--- config.mk ---
export PLATFORM = sky130hd
export DESIGN_NAME = fp_addsub_pipe_flat
export DESIGN_NICKNAME = d
export VERILOG_FILES = /design/src/rtl/fp_pkg.sv /design/src/rtl/fp_addsub_pipe_if.sv /design/src/rtl/fp_lzc.sv /design/src/rtl/fp_addsub_pipe.sv /design/src/flat_wrapper.sv
export SDC_FILE = /design/constraint.sdc
export NUM_CORES = 1
export LEC_CHECK = 0
export CAP_MARGIN = 25
export CORE_MARGIN = 8
export CORE_UTILIZATION = 64
export CTS_CLUSTER_SIZE = 24
export DETAILED_ROUTE_END_ITERATION = 12
export DONT_BUFFER_PORTS = 1
export GPL_ROUTABILITY_DRIVEN = 0
export HOLD_SLACK_MARGIN = 0.15
export PLACE_DENSITY = 0.84
export SKIP_LAST_GASP = 1
export SLEW_MARGIN = 20
export SYNTH_ARGS = -nofsm -noshare
export SYNTH_HDL_FRONTEND = slang
export SYNTH_SLANG_ARGS = --single-unit
--- constraint.sdc ---
create_clock -name clk -period 7.19 [get_ports clk]
set_input_delay 0.3595 -clock clk [delete_from_list [all_inputs] [get_ports clk]]
set_output_delay 0.3595 -clock clk [all_outputs]
set_load 0.01 [all_outputs]
--- src/rtl/fp_pkg.sv ---
// -----------------------------------------------------------------------------
// fp_pkg
// Shared definitions for the pipelined IEEE-754 adder/subtractor:
//   - default exponent / fraction widths
//   - status flag bit positions inside the 4-bit flag word
//   - operand class enum and a width-independent classifier
//   - constant functions building the +Inf and canonical qNaN bit patterns
// No ports (package).
// -----------------------------------------------------------------------------
package fp_pkg;

   localparam int EXP_W_DEF = 8;
   localparam int MAN_W_DEF = 23;

   // Bit positions inside out_flags = {invalid, overflow, underflow, inexact}
   localparam int FLG_INV = 3;
   localparam int FLG_OVF = 2;
   localparam int FLG_UNF = 1;
   localparam int FLG_INX = 0;

   // Widest packed word the constant functions can describe
   localparam int MAX_W = 64;

   typedef enum logic [2:0] {ZERO, SUB, NORM, INF, QNAN, SNAN} fp_class_e;

   // +Inf magnitude: sign 0, exponent all ones, fraction 0
   function automatic logic [MAX_W-1:0] fp_inf(input int exp_w, input int man_w);
      logic [MAX_W-1:0] r;
      r = '0;
      for (int i = 0; i < exp_w; i++) r[man_w + i] = 1'b1;
      return r;
   endfunction

   // Canonical quiet NaN: +Inf pattern with the fraction MSB set
   function automatic logic [MAX_W-1:0] fp_qnan(input int exp_w, input int man_w);
      logic [MAX_W-1:0] r;
      r = fp_inf(exp_w, man_w);
      r[man_w - 1] = 1'b1;
      return r;
   endfunction

   // Classifies an operand from a few field summaries so it works for any width
   function automatic fp_class_e fp_classify(input logic exp_zero, input logic exp_ones,
                                             input logic frac_zero, input logic frac_msb);
      fp_class_e c;
      if (exp_ones)      c = frac_zero ? INF : (frac_msb ? QNAN : SNAN);
      else if (exp_zero) c = frac_zero ? ZERO : SUB;
      else               c = NORM;
      return c;
   endfunction

endpackage

--- src/rtl/fp_addsub_pipe_if.sv ---
// -----------------------------------------------------------------------------
// fp_addsub_pipe_if
// Operand-issue and result-writeback handshake bundle of fp_addsub_pipe.
//   in_valid/in_ready   operand pair transfer (in_a, in_b, in_op)
//   out_valid/out_ready result transfer (out_result, out_flags)
// Modports: master = operand producer / result consumer, slave = the adder.
// -----------------------------------------------------------------------------
interface fp_addsub_pipe_if #(
   parameter int EXP_W = 8,
   parameter int MAN_W = 23
);
   localparam int W = 1 + EXP_W + MAN_W;

   logic         in_valid;
   logic         in_ready;
   logic [W-1:0] in_a;
   logic [W-1:0] in_b;
   logic         in_op;
   logic         out_valid;
   logic         out_ready;
   logic [W-1:0] out_result;
   logic [3:0]   out_flags;

   modport master (
      output in_valid, in_a, in_b, in_op, out_ready,
      input  in_ready, out_valid, out_result, out_flags
   );

   modport slave (
      input  in_valid, in_a, in_b, in_op, out_ready,
      output in_ready, out_valid, out_result, out_flags
   );
endinterface

--- src/rtl/fp_lzc.sv ---
// -----------------------------------------------------------------------------
// fp_lzc
// Leading-zero counter used by the normalisation stage.
//   din   [WIDTH-1:0]  vector to scan, MSB first
//   count [CNT_W-1:0]  number of zeros above the highest set bit (WIDTH if din==0)
// -----------------------------------------------------------------------------
module fp_lzc #(
   parameter int WIDTH = 25,
   parameter int CNT_W = $clog2(WIDTH + 1)
) (
   input  logic [WIDTH-1:0] din,
   output logic [CNT_W-1:0] count
);

   // Scanning upward lets the highest set bit overwrite any lower hit.
   always_comb begin
      count = CNT_W'(WIDTH);
      for (int i = 0; i < WIDTH; i++) begin
         if (din[i]) count = CNT_W'(WIDTH - 1 - i);
      end
   end

endmodule

--- src/rtl/fp_addsub_pipe.sv ---
// -----------------------------------------------------------------------------
// fp_addsub_pipe
// Three-stage pipelined IEEE-754 adder/subtractor, round-to-nearest-even.
//   clk    rising-edge clock
//   rst_n  asynchronous active-low reset; discards in-flight operations
//   bus    fp_addsub_pipe_if.slave:
//          in_valid/in_ready/in_a/in_b/in_op   (in_op: 0 = A+B, 1 = A-B)
//          out_valid/out_ready/out_result/out_flags {inv, ovf, unf, inx}
// Stages: S1 unpack/classify/swap/align, S2 add/subtract,
//         S3 normalise/round/pack into the output register.
// One global advance enable: every stage moves only when the output is free.
// -----------------------------------------------------------------------------
module fp_addsub_pipe
   import fp_pkg::*;
#(
   parameter int EXP_W = EXP_W_DEF,
   parameter int MAN_W = MAN_W_DEF
) (
   input logic             clk,
   input logic             rst_n,
   fp_addsub_pipe_if.slave bus
);

   localparam int W    = 1 + EXP_W + MAN_W;
   localparam int SW   = MAN_W + 1;        // significand incl. hidden bit
   localparam int AW   = MAN_W + 4;        // significand + guard/round/sticky
   localparam int SUMW = MAN_W + 5;        // plus carry
   localparam int XW   = 2 * (MAN_W + 3);  // alignment window incl. shifted-out bits
   localparam int LZW  = MAN_W + 2;
   localparam int CW   = $clog2(LZW + 1);

   localparam logic [EXP_W-1:0] EXP_ONES = '1;
   localparam logic [EXP_W-1:0] EXP_ONE  = EXP_W'(1);
   localparam logic [EXP_W:0]   EXPX_ONE = (EXP_W + 1)'(1);
   localparam logic [W-1:0]     INF_MAG  = W'(fp_inf(EXP_W, MAN_W));
   localparam logic [W-1:0]     QNAN_W   = W'(fp_qnan(EXP_W, MAN_W));

   logic adv;
   logic out_valid_q;
   logic [W-1:0] out_result_q;
   logic [3:0]   out_flags_q;

   assign adv           = !out_valid_q || bus.out_ready;
   assign bus.in_ready  = adv;
   assign bus.out_valid  = out_valid_q;
   assign bus.out_result = out_result_q;
   assign bus.out_flags  = out_flags_q;

   // ---------------------------------------------------------------- S1
   logic             a_sign, b_sign;
   logic [EXP_W-1:0] a_exp, b_exp;
   logic [MAN_W-1:0] a_frac, b_frac;
   fp_class_e        a_cls, b_cls;

   assign a_sign = bus.in_a[W-1];
   assign a_exp  = bus.in_a[W-2:MAN_W];
   assign a_frac = bus.in_a[MAN_W-1:0];
   assign b_sign = bus.in_b[W-1] ^ bus.in_op;   // subtract = add with B negated
   assign b_exp  = bus.in_b[W-2:MAN_W];
   assign b_frac = bus.in_b[MAN_W-1:0];

   assign a_cls = fp_classify(a_exp == '0, a_exp == EXP_ONES, a_frac == '0, a_frac[MAN_W-1]);
   assign b_cls = fp_classify(b_exp == '0, b_exp == EXP_ONES, b_frac == '0, b_frac[MAN_W-1]);

   logic             l_sign;
   logic [EXP_W-1:0] l_exp, s_exp, l_eexp, s_eexp, d;
   logic [MAN_W-1:0] l_frac, s_frac;
   logic [SW-1:0]    l_sig, s_sig;
   logic [XW-1:0]    s_ext;
   logic [AW-1:0]    big_d, small_d;
   logic             spec_d;
   logic [W-1:0]     spec_res_d;
   logic [3:0]       spec_flags_d;

   // NOTE: every signal of a combinational block gets a default first, so no path can infer a latch.
   always_comb begin
      l_sign = a_sign;
      l_exp  = a_exp;
      l_frac = a_frac;
      s_exp  = b_exp;
      s_frac = b_frac;
      // Packed {exp, frac} orders magnitudes, so one compare decides the swap.
      if ({b_exp, b_frac} > {a_exp, a_frac}) begin
         l_sign = b_sign;
         l_exp  = b_exp;
         l_frac = b_frac;
         s_exp  = a_exp;
         s_frac = a_frac;
      end

      // Subnormals use effective exponent 1 with a zero hidden bit.
      l_eexp = (l_exp == '0) ? EXP_ONE : l_exp;
      s_eexp = (s_exp == '0) ? EXP_ONE : s_exp;
      l_sig  = {l_exp != '0, l_frac};
      s_sig  = {s_exp != '0, s_frac};
      d      = l_eexp - s_eexp;

      // Lower half of the window catches everything shifted past the round bit.
      s_ext = {s_sig, 2'b00, {(MAN_W + 3){1'b0}}} >> d;
      big_d = {l_sig, 3'b000};
      if (int'(d) >= MAN_W + 3) small_d = {{(MAN_W + 3){1'b0}}, s_sig != '0};
      else                      small_d = {s_ext[XW-1:MAN_W+3], |s_ext[MAN_W+2:0]};

      spec_d       = 1'b0;
      spec_res_d   = '0;
      spec_flags_d = '0;
      if (a_cls inside {QNAN, SNAN} || b_cls inside {QNAN, SNAN}) begin
         spec_d                = 1'b1;
         spec_res_d            = QNAN_W;
         spec_flags_d[FLG_INV] = (a_cls == SNAN) || (b_cls == SNAN);
      end else if (a_cls == INF && b_cls == INF && a_sign != b_sign) begin
         spec_d                = 1'b1;
         spec_res_d            = QNAN_W;
         spec_flags_d[FLG_INV] = 1'b1;
      end else if (a_cls == INF) begin
         spec_d     = 1'b1;
         spec_res_d = {a_sign, INF_MAG[W-2:0]};
      end else if (b_cls == INF) begin
         spec_d     = 1'b1;
         spec_res_d = {b_sign, INF_MAG[W-2:0]};
      end
   end

   logic             s1_valid, s1_spec, s1_sign, s1_eff_sub, s1_zero_sign;
   logic [W-1:0]     s1_spec_res;
   logic [3:0]       s1_spec_flags;
   logic [EXP_W-1:0] s1_exp;
   logic [AW-1:0]    s1_big, s1_small;

   // ---------------------------------------------------------------- S2
   logic [SUMW-1:0] sum_d;
   assign sum_d = s1_eff_sub ? ({1'b0, s1_big} - {1'b0, s1_small})
                             : ({1'b0, s1_big} + {1'b0, s1_small});

   logic             s2_valid, s2_spec, s2_sign, s2_zero_sign;
   logic [W-1:0]     s2_spec_res;
   logic [3:0]       s2_spec_flags;
   logic [EXP_W-1:0] s2_exp;
   logic [SUMW-1:0]  s2_sum;

   // ---------------------------------------------------------------- S3
   logic [CW-1:0]          lz;
   logic [EXP_W-1:0]       lim, sh;
   logic [EXP_W:0]         exp_n, exp_field, exp_f;
   logic [AW-1:0]          norm;
   logic [EXP_W+MAN_W:0]   pre, rounded;
   logic                   round_up, inexact, ovf, res_sign;
   logic [W-1:0]           res_d;
   logic [3:0]             flags_d;

   fp_lzc #(.WIDTH(LZW), .CNT_W(CW)) u_lzc (
      .din   (s2_sum[MAN_W+3:2]),
      .count (lz)
   );

   always_comb begin
      lim   = s2_exp - EXP_ONE;
      sh    = '0;
      norm  = s2_sum[AW-1:0];
      exp_n = {1'b0, s2_exp};
      if (s2_sum[SUMW-1]) begin
         norm  = {s2_sum[SUMW-1:2], s2_sum[1] | s2_sum[0]};
         exp_n = {1'b0, s2_exp} + EXPX_ONE;
      end else begin
         // Stop normalising at exponent 1; what remains is a subnormal.
         sh    = (int'(lz) < int'(lim)) ? EXP_W'(lz) : lim;
         norm  = s2_sum[AW-1:0] << sh;
         exp_n = {1'b0, s2_exp - sh};
      end

      exp_field = norm[AW-1] ? exp_n : '0;
      pre       = {exp_field, norm[MAN_W+2:3]};
      inexact   = |norm[2:0];
      round_up  = norm[2] & (norm[1] | norm[0] | norm[3]);
      // Adding into the packed {exp, frac} carries mantissa overflow into the exponent.
      rounded   = pre + {{(EXP_W + MAN_W){1'b0}}, round_up};
      exp_f     = rounded[EXP_W+MAN_W:MAN_W];
      ovf       = exp_f >= {1'b0, EXP_ONES};
      res_sign  = (s2_sum == '0) ? s2_zero_sign : s2_sign;

      res_d   = {res_sign, rounded[EXP_W+MAN_W-1:0]};
      flags_d = '0;
      if (s2_spec) begin
         res_d   = s2_spec_res;
         flags_d = s2_spec_flags;
      end else if (ovf) begin
         res_d            = {res_sign, INF_MAG[W-2:0]};
         flags_d[FLG_OVF] = 1'b1;
         flags_d[FLG_INX] = 1'b1;
      end else begin
         flags_d[FLG_INX] = inexact;
         flags_d[FLG_UNF] = inexact && (exp_f == '0);
      end
   end

   // ---------------------------------------------------------------- registers
   // NOTE: sequential state uses non-blocking assignments so all stages sample pre-edge values.
   always_ff @(posedge clk or negedge rst_n) begin
      if (!rst_n) begin
         s1_valid     <= 1'b0;
         s2_valid     <= 1'b0;
         out_valid_q  <= 1'b0;
         out_result_q <= '0;
         out_flags_q  <= '0;
      end else if (adv) begin
         s1_valid    <= bus.in_valid;
         s2_valid    <= s1_valid;
         out_valid_q <= s2_valid;
         if (s2_valid) begin
            out_result_q <= res_d;
            out_flags_q  <= flags_d;
         end
      end
   end

   // NOTE: inner datapath registers are left without reset; their per-stage valid bits make the contents don't-care.
   always_ff @(posedge clk) begin
      if (adv) begin
         s1_spec       <= spec_d;
         s1_spec_res   <= spec_res_d;
         s1_spec_flags <= spec_flags_d;
         s1_sign       <= l_sign;
         s1_eff_sub    <= a_sign ^ b_sign;
         s1_zero_sign  <= a_sign & b_sign;
         s1_exp        <= l_eexp;
         s1_big        <= big_d;
         s1_small      <= small_d;

         s2_spec       <= s1_spec;
         s2_spec_res   <= s1_spec_res;
         s2_spec_flags <= s1_spec_flags;
         s2_sign       <= s1_sign;
         s2_zero_sign  <= s1_zero_sign;
         s2_exp        <= s1_exp;
         s2_sum        <= sum_d;
      end
   end

endmodule

--- src/flat_wrapper.sv ---
// flat-port wrapper written by rule: the top's interface ports become plain ports
module fp_addsub_pipe_flat import fp_pkg::*;
#(
   parameter int EXP_W = EXP_W_DEF,
   parameter int MAN_W = MAN_W_DEF
)
  (clk, rst_n, bus_in_valid, bus_in_a, bus_in_b, bus_in_op, bus_out_ready, bus_in_ready, bus_out_valid, bus_out_result, bus_out_flags);
  fp_addsub_pipe_if #(.EXP_W(EXP_W), .MAN_W(MAN_W)) bus_i ();
  input logic clk;
  input logic rst_n;
  input wire logic [$bits(bus_i.in_valid)-1:0] bus_in_valid;
  input wire logic [$bits(bus_i.in_a)-1:0] bus_in_a;
  input wire logic [$bits(bus_i.in_b)-1:0] bus_in_b;
  input wire logic [$bits(bus_i.in_op)-1:0] bus_in_op;
  input wire logic [$bits(bus_i.out_ready)-1:0] bus_out_ready;
  output wire logic [$bits(bus_i.in_ready)-1:0] bus_in_ready;
  output wire logic [$bits(bus_i.out_valid)-1:0] bus_out_valid;
  output wire logic [$bits(bus_i.out_result)-1:0] bus_out_result;
  output wire logic [$bits(bus_i.out_flags)-1:0] bus_out_flags;
  assign bus_i.in_valid = bus_in_valid;
  assign bus_i.in_a = bus_in_a;
  assign bus_i.in_b = bus_in_b;
  assign bus_i.in_op = bus_in_op;
  assign bus_i.out_ready = bus_out_ready;
  assign bus_in_ready = bus_i.in_ready;
  assign bus_out_valid = bus_i.out_valid;
  assign bus_out_result = bus_i.out_result;
  assign bus_out_flags = bus_i.out_flags;
  fp_addsub_pipe #(.EXP_W(EXP_W), .MAN_W(MAN_W)) u_core (.clk(clk), .rst_n(rst_n), .bus(bus_i));
endmodule
### After elaboration in Yosys (flattened, before gate mapping)

Cells that the tools add are included.
W data, S select, Z words.

| storage, ports and cells | value |
|---|---|
| bits in registers | 207 |
| word-level logic and storage cells | 138 |
| input port bits | 69 |
| output and inout port bits | 38 |

| operators by class | value |
|---|---|
| reduce and logical (&&, ||, !) cells | 25 |
| shifts and indexed selects | 2 |
| add/sub/neg operators | 7 |
| bitwise logic cells | 7 |
| $lt $le $gt $ge | 4 |
| mux-type cells | 61 |
| eq/ne operators | 9 |

Operator list:

| operator | number |
|---|---|
| $mux W5 | 24 |
| $mux W32 | 3 |
| $shr A52 B8 Y52 | 1 |
| $logic_not A23 Y1 | 2 |
| $mux W23 | 2 |
| $mux W8 | 5 |
| $add A32 B1 Y32 | 1 |
| $logic_not A8 Y1 | 4 |
| $gt A31 B31 Y1 | 1 |
| $mux W31 | 1 |
| $add A27 B27 Y28 | 1 |
| $logic_not A28 Y1 | 1 |
| $mux W28 | 1 |
| $sub A27 B27 Y28 | 1 |
| $mux W27 | 1 |
| $shl A27 B8 Y27 | 1 |
| $reduce_or A26 Y1 | 1 |
| $reduce_bool A24 Y1 | 1 |
| $mux W3 | 7 |
| $mux W9 | 2 |
| $eq A8 B8 Y1 const B | 2 |
| $reduce_bool A8 Y1 | 2 |
| $sub A8 B8 Y8 | 2 |
| $mux W1 | 15 |
| other kinds (19) | 33 |

### Depth between registers and ports, before layout

| depth | value |
|---|---|
| depth in word-level cells | 37 |
| mapped depth | 37 |
| mapped depth without buffers | 31 |

### Modules after synthesis

Synthesis repeated with hierarchy kept, for this count alone.

| second synthesis, totals | value |
|---|---|
| cell total of the unflattened synthesis | 1741 |
| area total of the unflattened synthesis | 14711.6 um2 |

Modules (own cells, without submodules):

| module | times used | area each (um2) | cells an instance | seq. area each (um2) |
|---|---|---|---|---|
| fp_addsub_pipe | 1 | 14432.6 | 1692 | 4219.0 |
| fp_lzc | 1 | 279.0 | 49 | 0.0 |

### Worst setup path after synthesis

Ideal clock, no wire load.

| timing | value |
|---|---|
| kind | input-to-reg |
| start point | in bus_in_a[16] |
| end point | reg u_core.s1_small[0], data pin |
| arrival time | 7394 ps |
| buffers on the path | 7 |
| cell stages on the path | 35 |
| slack | -462 ps |
| cells stage by stage | inv_1 ha_1 a21o_1 a21o_1 a21o_1 a21o_1 a211o_1 o211ai_1 a21oi_1 o21ai_0 clkbuf_1 clkbuf_1 buf_1 buf_1 clkbuf_1 clkbuf_1 a21oi_1 ha_1 nor2b_1 o21ai_0 a21boi_0 o21ai_0 a21boi_0 o21ai_0 nand2b_1 xnor2_1 nor2_1 clkbuf_1 a22oi_1 mux2i_1 mux2i_1 nand4_1 nor3_1 a21oi_1 a2bb2oi_1 |

| between the ends | value |
|---|---|
| longest elaborated chain between the ends | 8 |
| elaborated cells between the ends (all ways) | 15 |
| those cells by class | add/sub (1); order compare (2); shift (1); mux (6); reduce/logical (5) |

Ends and longest elaborated chain:

| element | RTL line | source |
|---|---|---|
| start, declared | flat_wrapper.sv:12 | `input wire logic [$bits(bus_i.in_a)-1:0] bus_in_a;` |
| $gt A31 B31 Y1 | fp_addsub_pipe.sv:83 | `if ({b_exp, b_frac} > {a_exp, a_frac}) begin` |
| $mux W8 | fp_addsub_pipe.sv:83 |  |
| $logic_not A8 Y1 (on tied branches) | fp_addsub_pipe.sv:92, fp_addsub_pipe.sv:93 |  |
| $mux W8 (on tied branches) | fp_addsub_pipe.sv:92, fp_addsub_pipe.sv:93 |  |
| $sub A8 B8 Y8 | fp_addsub_pipe.sv:96 | `d = l_eexp - s_eexp;` |
| $shr A52 B8 Y52 | fp_addsub_pipe.sv:99 | `s_ext = {s_sig, 2'b00, {(MAN_W + 3){1'b0}}} >> d;` |
| $reduce_or A26 Y1 | fp_addsub_pipe.sv:102 | `else small_d = {s_ext[XW-1:MAN_W+3], \|s_ext[MAN_W+2:0]};` |
| $mux W1 * | fp_addsub_pipe.sv:101 | `if (int'(d) >= MAN_W + 3) small_d = {{(MAN_W + 3){1'b0}}, s_sig != '0};` |
| via u_core.small_d[0] | fp_addsub_pipe.sv:70 | `logic [AW-1:0] big_d, small_d;` |
| end signal, assigned | fp_addsub_pipe.sv:227 | `s1_small <= small_d;` |
| end, declared | fp_addsub_pipe.sv:128 | `logic [AW-1:0] s1_big, s1_small;` |

The timed path passes the listed nets; every way through them passes the cells marked *.
A chain may end at the register's enable or synchronous reset.

### Worst setup path in the final report

| timing | value |
|---|---|
| start point | reg u_core.s2_sum[12] |
| end point | reg u_core.out_result_q[22], in the netlist u_core.bus.out_result[22] |

| between the ends | value |
|---|---|
| longest elaborated chain between the ends | 26 |
| elaborated cells between the ends (all ways) | 29 |
| those cells by class | add/sub (2); order compare (2); shift (1); mux (21); bitwise (3) |

Ends and longest elaborated chain:

| element | RTL line | source |
|---|---|---|
| start, declared | fp_addsub_pipe.sv:139 | `logic [SUMW-1:0] s2_sum;` |
| start signal, assigned | fp_addsub_pipe.sv:235 | `s2_sum <= sum_d;` |
| $mux W5 (15 in a row) | fp_lzc.sv:19 | `if (din[i]) count = CNT_W'(WIDTH - 1 - i);` |
| $lt A5 B8 Y1 | fp_addsub_pipe.sv:166 | `sh = (int'(lz) < int'(lim)) ? EXP_W'(lz) : lim;` |
| $mux W8 | fp_addsub_pipe.sv:166 |  |
| $shl A27 B8 Y27 | fp_addsub_pipe.sv:167 | `norm = s2_sum[AW-1:0] << sh;` |
| $mux W27 | fp_addsub_pipe.sv:161 | `if (s2_sum[SUMW-1]) begin` |
| $or A1 B1 Y1 (2 in a row) | fp_addsub_pipe.sv:174 | `round_up = norm[2] & (norm[1] \| norm[0] \| norm[3]);` |
| $and A1 B1 Y1 | fp_addsub_pipe.sv:174 |  |
| $add A32 B1 Y32 * | fp_addsub_pipe.sv:176 | `rounded = pre + {{(EXP_W + MAN_W){1'b0}}, round_up};` |
| $ge A9 B8 Y1 | fp_addsub_pipe.sv:178 | `ovf = exp_f >= {1'b0, EXP_ONES};` |
| $mux W31 * | fp_addsub_pipe.sv:186 | `end else if (ovf) begin` |
| $mux W32 * | fp_addsub_pipe.sv:183 | `if (s2_spec) begin` |
| end signal, assigned | fp_addsub_pipe.sv:210 | `out_result_q <= res_d;` |
| end, declared | fp_addsub_pipe.sv:40 | `logic [W-1:0] out_result_q;` |

Every way passes the cells marked *; elsewhere a longest branch is shown, timed or not.

==> impl_metrics.json <==
{
  "slowest_stage": "or4b_4",
  "p_comb_frac": 0.614,
  "antenna_found_initial": 0,
  "htree_levels": 4,
  "grt.overflow.total": 0,
  "cpMostUsedCell": "nor4_1",
  "synth_edf_count": 108,
  "netSwitchingPower_w": 0.00316,
  "cts_tree": "built",
  "final_cell_mix": "126 x nor2_1, 109 x inv_1, 108 x edfxtp_1",
  "yosysUniqueCellTypes": 98,
  "clock.fmax_mhz": 146,
  "placed_cells": 1770,
  "fillers": 1556,
  "power_density_nw_per_um2": 424,
  "yosysWarnings": 0,
  "path_max_fanout": 23,
  "finalNonFillerCells": 1823,
  "diodes": 0,
  "firstDrtPassIters": 7,
  "worst-path-buf-inv": 3,
  "worst_setup_path_end_kind": "flop",
  "p_seq_frac": 0.244,
  "yosysTopAreaCellShare": 0.229,
  "synthCells": 1534,
  "via_per_inst": 7.10,
  "slowest_delay_ns": 0.55,
  "std_cell_rows": 54,
  "ir_worst_vdd_v": 0.000222,
  "switching_share": 0.488,
  "cts.sinks": 147,
  "dieArea_um2": 27100,
  "critical_path_class": "reg2reg",
  "setup_violations": 0,
  "drt-initial-drc-count": 1690,
  "die_h_um": 165,
  "power_frac_clock": 0.142,
  "crit_cells": 24,
  "synth-async-reset-ratio": 0.265,
  "port_buffers": 0,
  "r2r_slack_ns": 0.33,
  "status": "finished clean",
  "power.leakage_nw": 6.24,
  "grt_pass1_wl_mm": 63.9,
  "final_common_cell": "nor2_1",
  "cts_root_buf": "clkbuf_16",
  "hpwl_mm": 29.6,
  "grt_pass1_vias": 12500,
  "final_util": 0.703,
  "yosysSeqAreaShare": 0.298,
  "min_from": "bus_in_b[5]",
  "drc_errors": 0,
  "die_w_um": 165,
  "r2r_end": "u_core.bus.out_result[22]$_DFFE_PN0P_",
  "synth.largest_area_cell": "edfxtp_1",
  "fin_worst_skew_ns": 0.0263,
  "hold_class": "in2reg",
  "cts_buffers": 17,
  "start_util": 0.651,
  "crit_family": "compound AO/OA/AOI/OAI gates",
  "r2r_cells": 24,
  "synth_flop_cell": "edfxtp_1",
  "period_share": 0.955,
  "globalRouteTotalUtil": 0.291,
  "path_clk_slew_ns": 0.07,
  "io_pins": 107,
  "drv_slew": 0,
  "cts_max_path_buffers": 2,
  "fp.coreArea_um2": 21800,
  "wire_per_inst_um": 21.8,
  "synthTopCellsByArea": "edfxtp_1 23%, ha_1 8.9%, dfrtp_1 6.9%",
  "synth_area_per_cell_um2": 9.23,
  "synth_seq_cells": 147,
  "post-route-min-period_ns": 6.86,
  "relSlewSlack": 0.323,
  "regToRegStartpoint": "u_core.s2_sum[12]$_DFFE_PN_",
  "grt_max_degree": 89,
  "worstMarginPinSlew_ns": 1.01,
  "crit_path_cell_trace": "nor4_1 > o31a_1 > nor4_1 > o21ai_1 > inv_1 > ha_1 > and4_1 > nand3_1 > nor3_1 > o21ai_1 > a21oi_2 > buf_4 > o211a_1 > o2111ai_1 > o31ai_4 > o2111ai_2 > nor4_1 > or4b_4 > nand4b_4 > or4_4 > a211oi_2 > a41oi_2 > buf_4 > a221o_1",
  "area_growth_pct": 7.96,
  "cp-start-kind": "flop",
  "wirelength_mm": 39.7,
  "worstPathArrival_ns": 7.18,
  "hold_depth": 1,
  "drive_gt1_frac": 0.130,
  "nNetsFinal": 1703,
  "vias": 12900,
  "hold_violations": 0,
  "cp.required_ns": 7.51,
  "syn-cell-area_um2": 14200,
  "drv_cap": 0,
  "min_to": "u_core.s1_big[8]$_DFFE_PN_",
  "detail-route-antenna-nets": 0,
  "power.internal_w": 0.00332,
  "clk_latency_ns": 0.45
}
==> power groups by stage <==
| stage | Sequential, W | Combinational (W) | Clock [W] |
|---|---|---|---|
| 2_1_floorplan | 0.00145 | 0.00300 | 0 |
| 3_3_place_gp | 0.00157 | 0.00368 | 0 |
| 3_5_place_dp | 0.00158 | 0.00375 | 0 |
| 4_1_cts | 0.00157 | 0.00380 | 0.000926 |
| 5_1_grt | 0.00161 | 0.00427 | 0.000960 |
| 6_report | 0.00158 | 0.00398 | 0.000922 |
==> layout make-up <==
type | count | area, µm² | area share
inverters | 114 | 439 | 0.0287
well taps | 280 | 350 | 0.0229
multi-input cells | 1200 | 9230 | 0.604
clock inverters | 14 | 150 | 0.00982
clock buffers | 18 | 450 | 0.0295
repair buffers | 50 | 445 | 0.0291
flip-flops and latches | 147 | 4220 | 0.276
==> worst reg2reg max path, delay by kind of cell, from the launching register on <==
| family | cells | cell delay, ns |
|---|---|---|
| AOI/OAI and AO/OA | 11 | 2.97 |
| adders and majority gates | 1 | 0.27 |
| buffers and inverters | 3 | 0.49 |
| and+or+nand+nor | 9 | 2.52 |
| DFF | 1 | 0.50 |
==> cell usage after synthesis, types with 15 or more instances <==
library cell,number
a211oi_1,17
a21o_1,25
a21oi_1,88
a22o_1,17
a22oi_1,17
and3_1,15
clkbuf_1,49
dfrtp_1,39
edfxtp_1,108
ha_1,101
inv_1,110
mux2_2,55
mux2i_1,69
mux4_2,27
nand2_1,88
nand3_1,33
nand4_1,29
nor2_1,126
nor3_1,36
nor4_1,34
o21ai_0,67
o22ai_1,18
xnor2_1,43
xor2_1,26
==> kinds of logic after synthesis <==
family,count (synthesis),synth area share
compound gates,416,0.208
buf+inv,188,0.0550
other cells,1,0.000265
simple gates,452,0.162
flops,147,0.298
xor+xnor,69,0.0427
mux,157,0.141
fa+ha+maj,104,0.0935
==> what timing repair did <==
action / CTS / global route
endpoints found under the setup margin: 0 / 25
setup buffers: 0 / 4
endpoints found under the hold margin: 47 / 0
hold buffers: 16 / 0
gates resized for setup: 0 / 13
==> how the worst max path moves through the flow <==
stage | start | to | slack, ns
floorplan | bus_in_a[16] | u_core.s1_small[0]$_DFFE_PN_ | 0.1
global placement | bus_in_a[16] | u_core.s1_small[0]$_DFFE_PN_ | 0.39
detailed placement | u_core.s2_exp[0]$_DFFE_PN_ | u_core.bus.out_result[22]$_DFFE_PN0P_ | 0.28
CTS | u_core.s2_exp[0]$_DFFE_PN_ | u_core.bus.out_result[22]$_DFFE_PN0P_ | 0.26
global route | u_core.s2_exp[1]$_DFFE_PN_ | u_core.bus.out_result[22]$_DFFE_PN0P_ | -0.04
finish | u_core.s2_sum[12]$_DFFE_PN_ | u_core.bus.out_result[22]$_DFFE_PN0P_ | 0.33
==> registers in the layout, indices dropped and copies added (netlist names) <==
register               flops
u_core.s2_sign             1
u_core.s2_valid            1
u_core.s1_eff_sub          1
u_core.s1_spec_flags       1
u_core.s2_zero_sign        1
u_core.bus.out_valid       1
u_core.s1_zero_sign        1
u_core.s2_spec_flags       1
u_core.s2_spec_res         3
u_core.s2_exp              8
u_core.s1_small           27
u_core.bus.out_flags       4
u_core.s1_exp              8
u_core.s1_sign             1
u_core.bus.out_result     32
u_core.s1_spec_res         3
u_core.s2_sum             28
u_core.s1_big             24
u_core.s1_valid            1
==> layer usage <==
layer / vias up / share of wire / global-route usage
li1: 5824 / - / -
met1: 6038 / 0.39 / 0.365
met2: 890 / 0.46 / 0.470
met3: 193 / 0.10 / 0.0710
met4: 0 / 0.047 / 0.131
met5: - / 0 / 0
==> metrics by stage <==
stage	total power, W	hold slack (ns)	area (µm²)	setup slack [ns]	setup TNS (ns)
2_1_floorplan	0.00445	0.0639	14200	0.0997	0
3_3_place_gp	0.00525	0.0649	14400	0.391	0
3_5_place_dp	0.00533	0.0648	14400	0.281	0
4_1_cts	0.00629	0.152	15200	0.261	0
5_1_grt	0.00684	0.153	15300	-0.0428	-0.0428
6_report	0.00648	0.157	15300	0.326	0
Power figures use the tool's default switching activity.
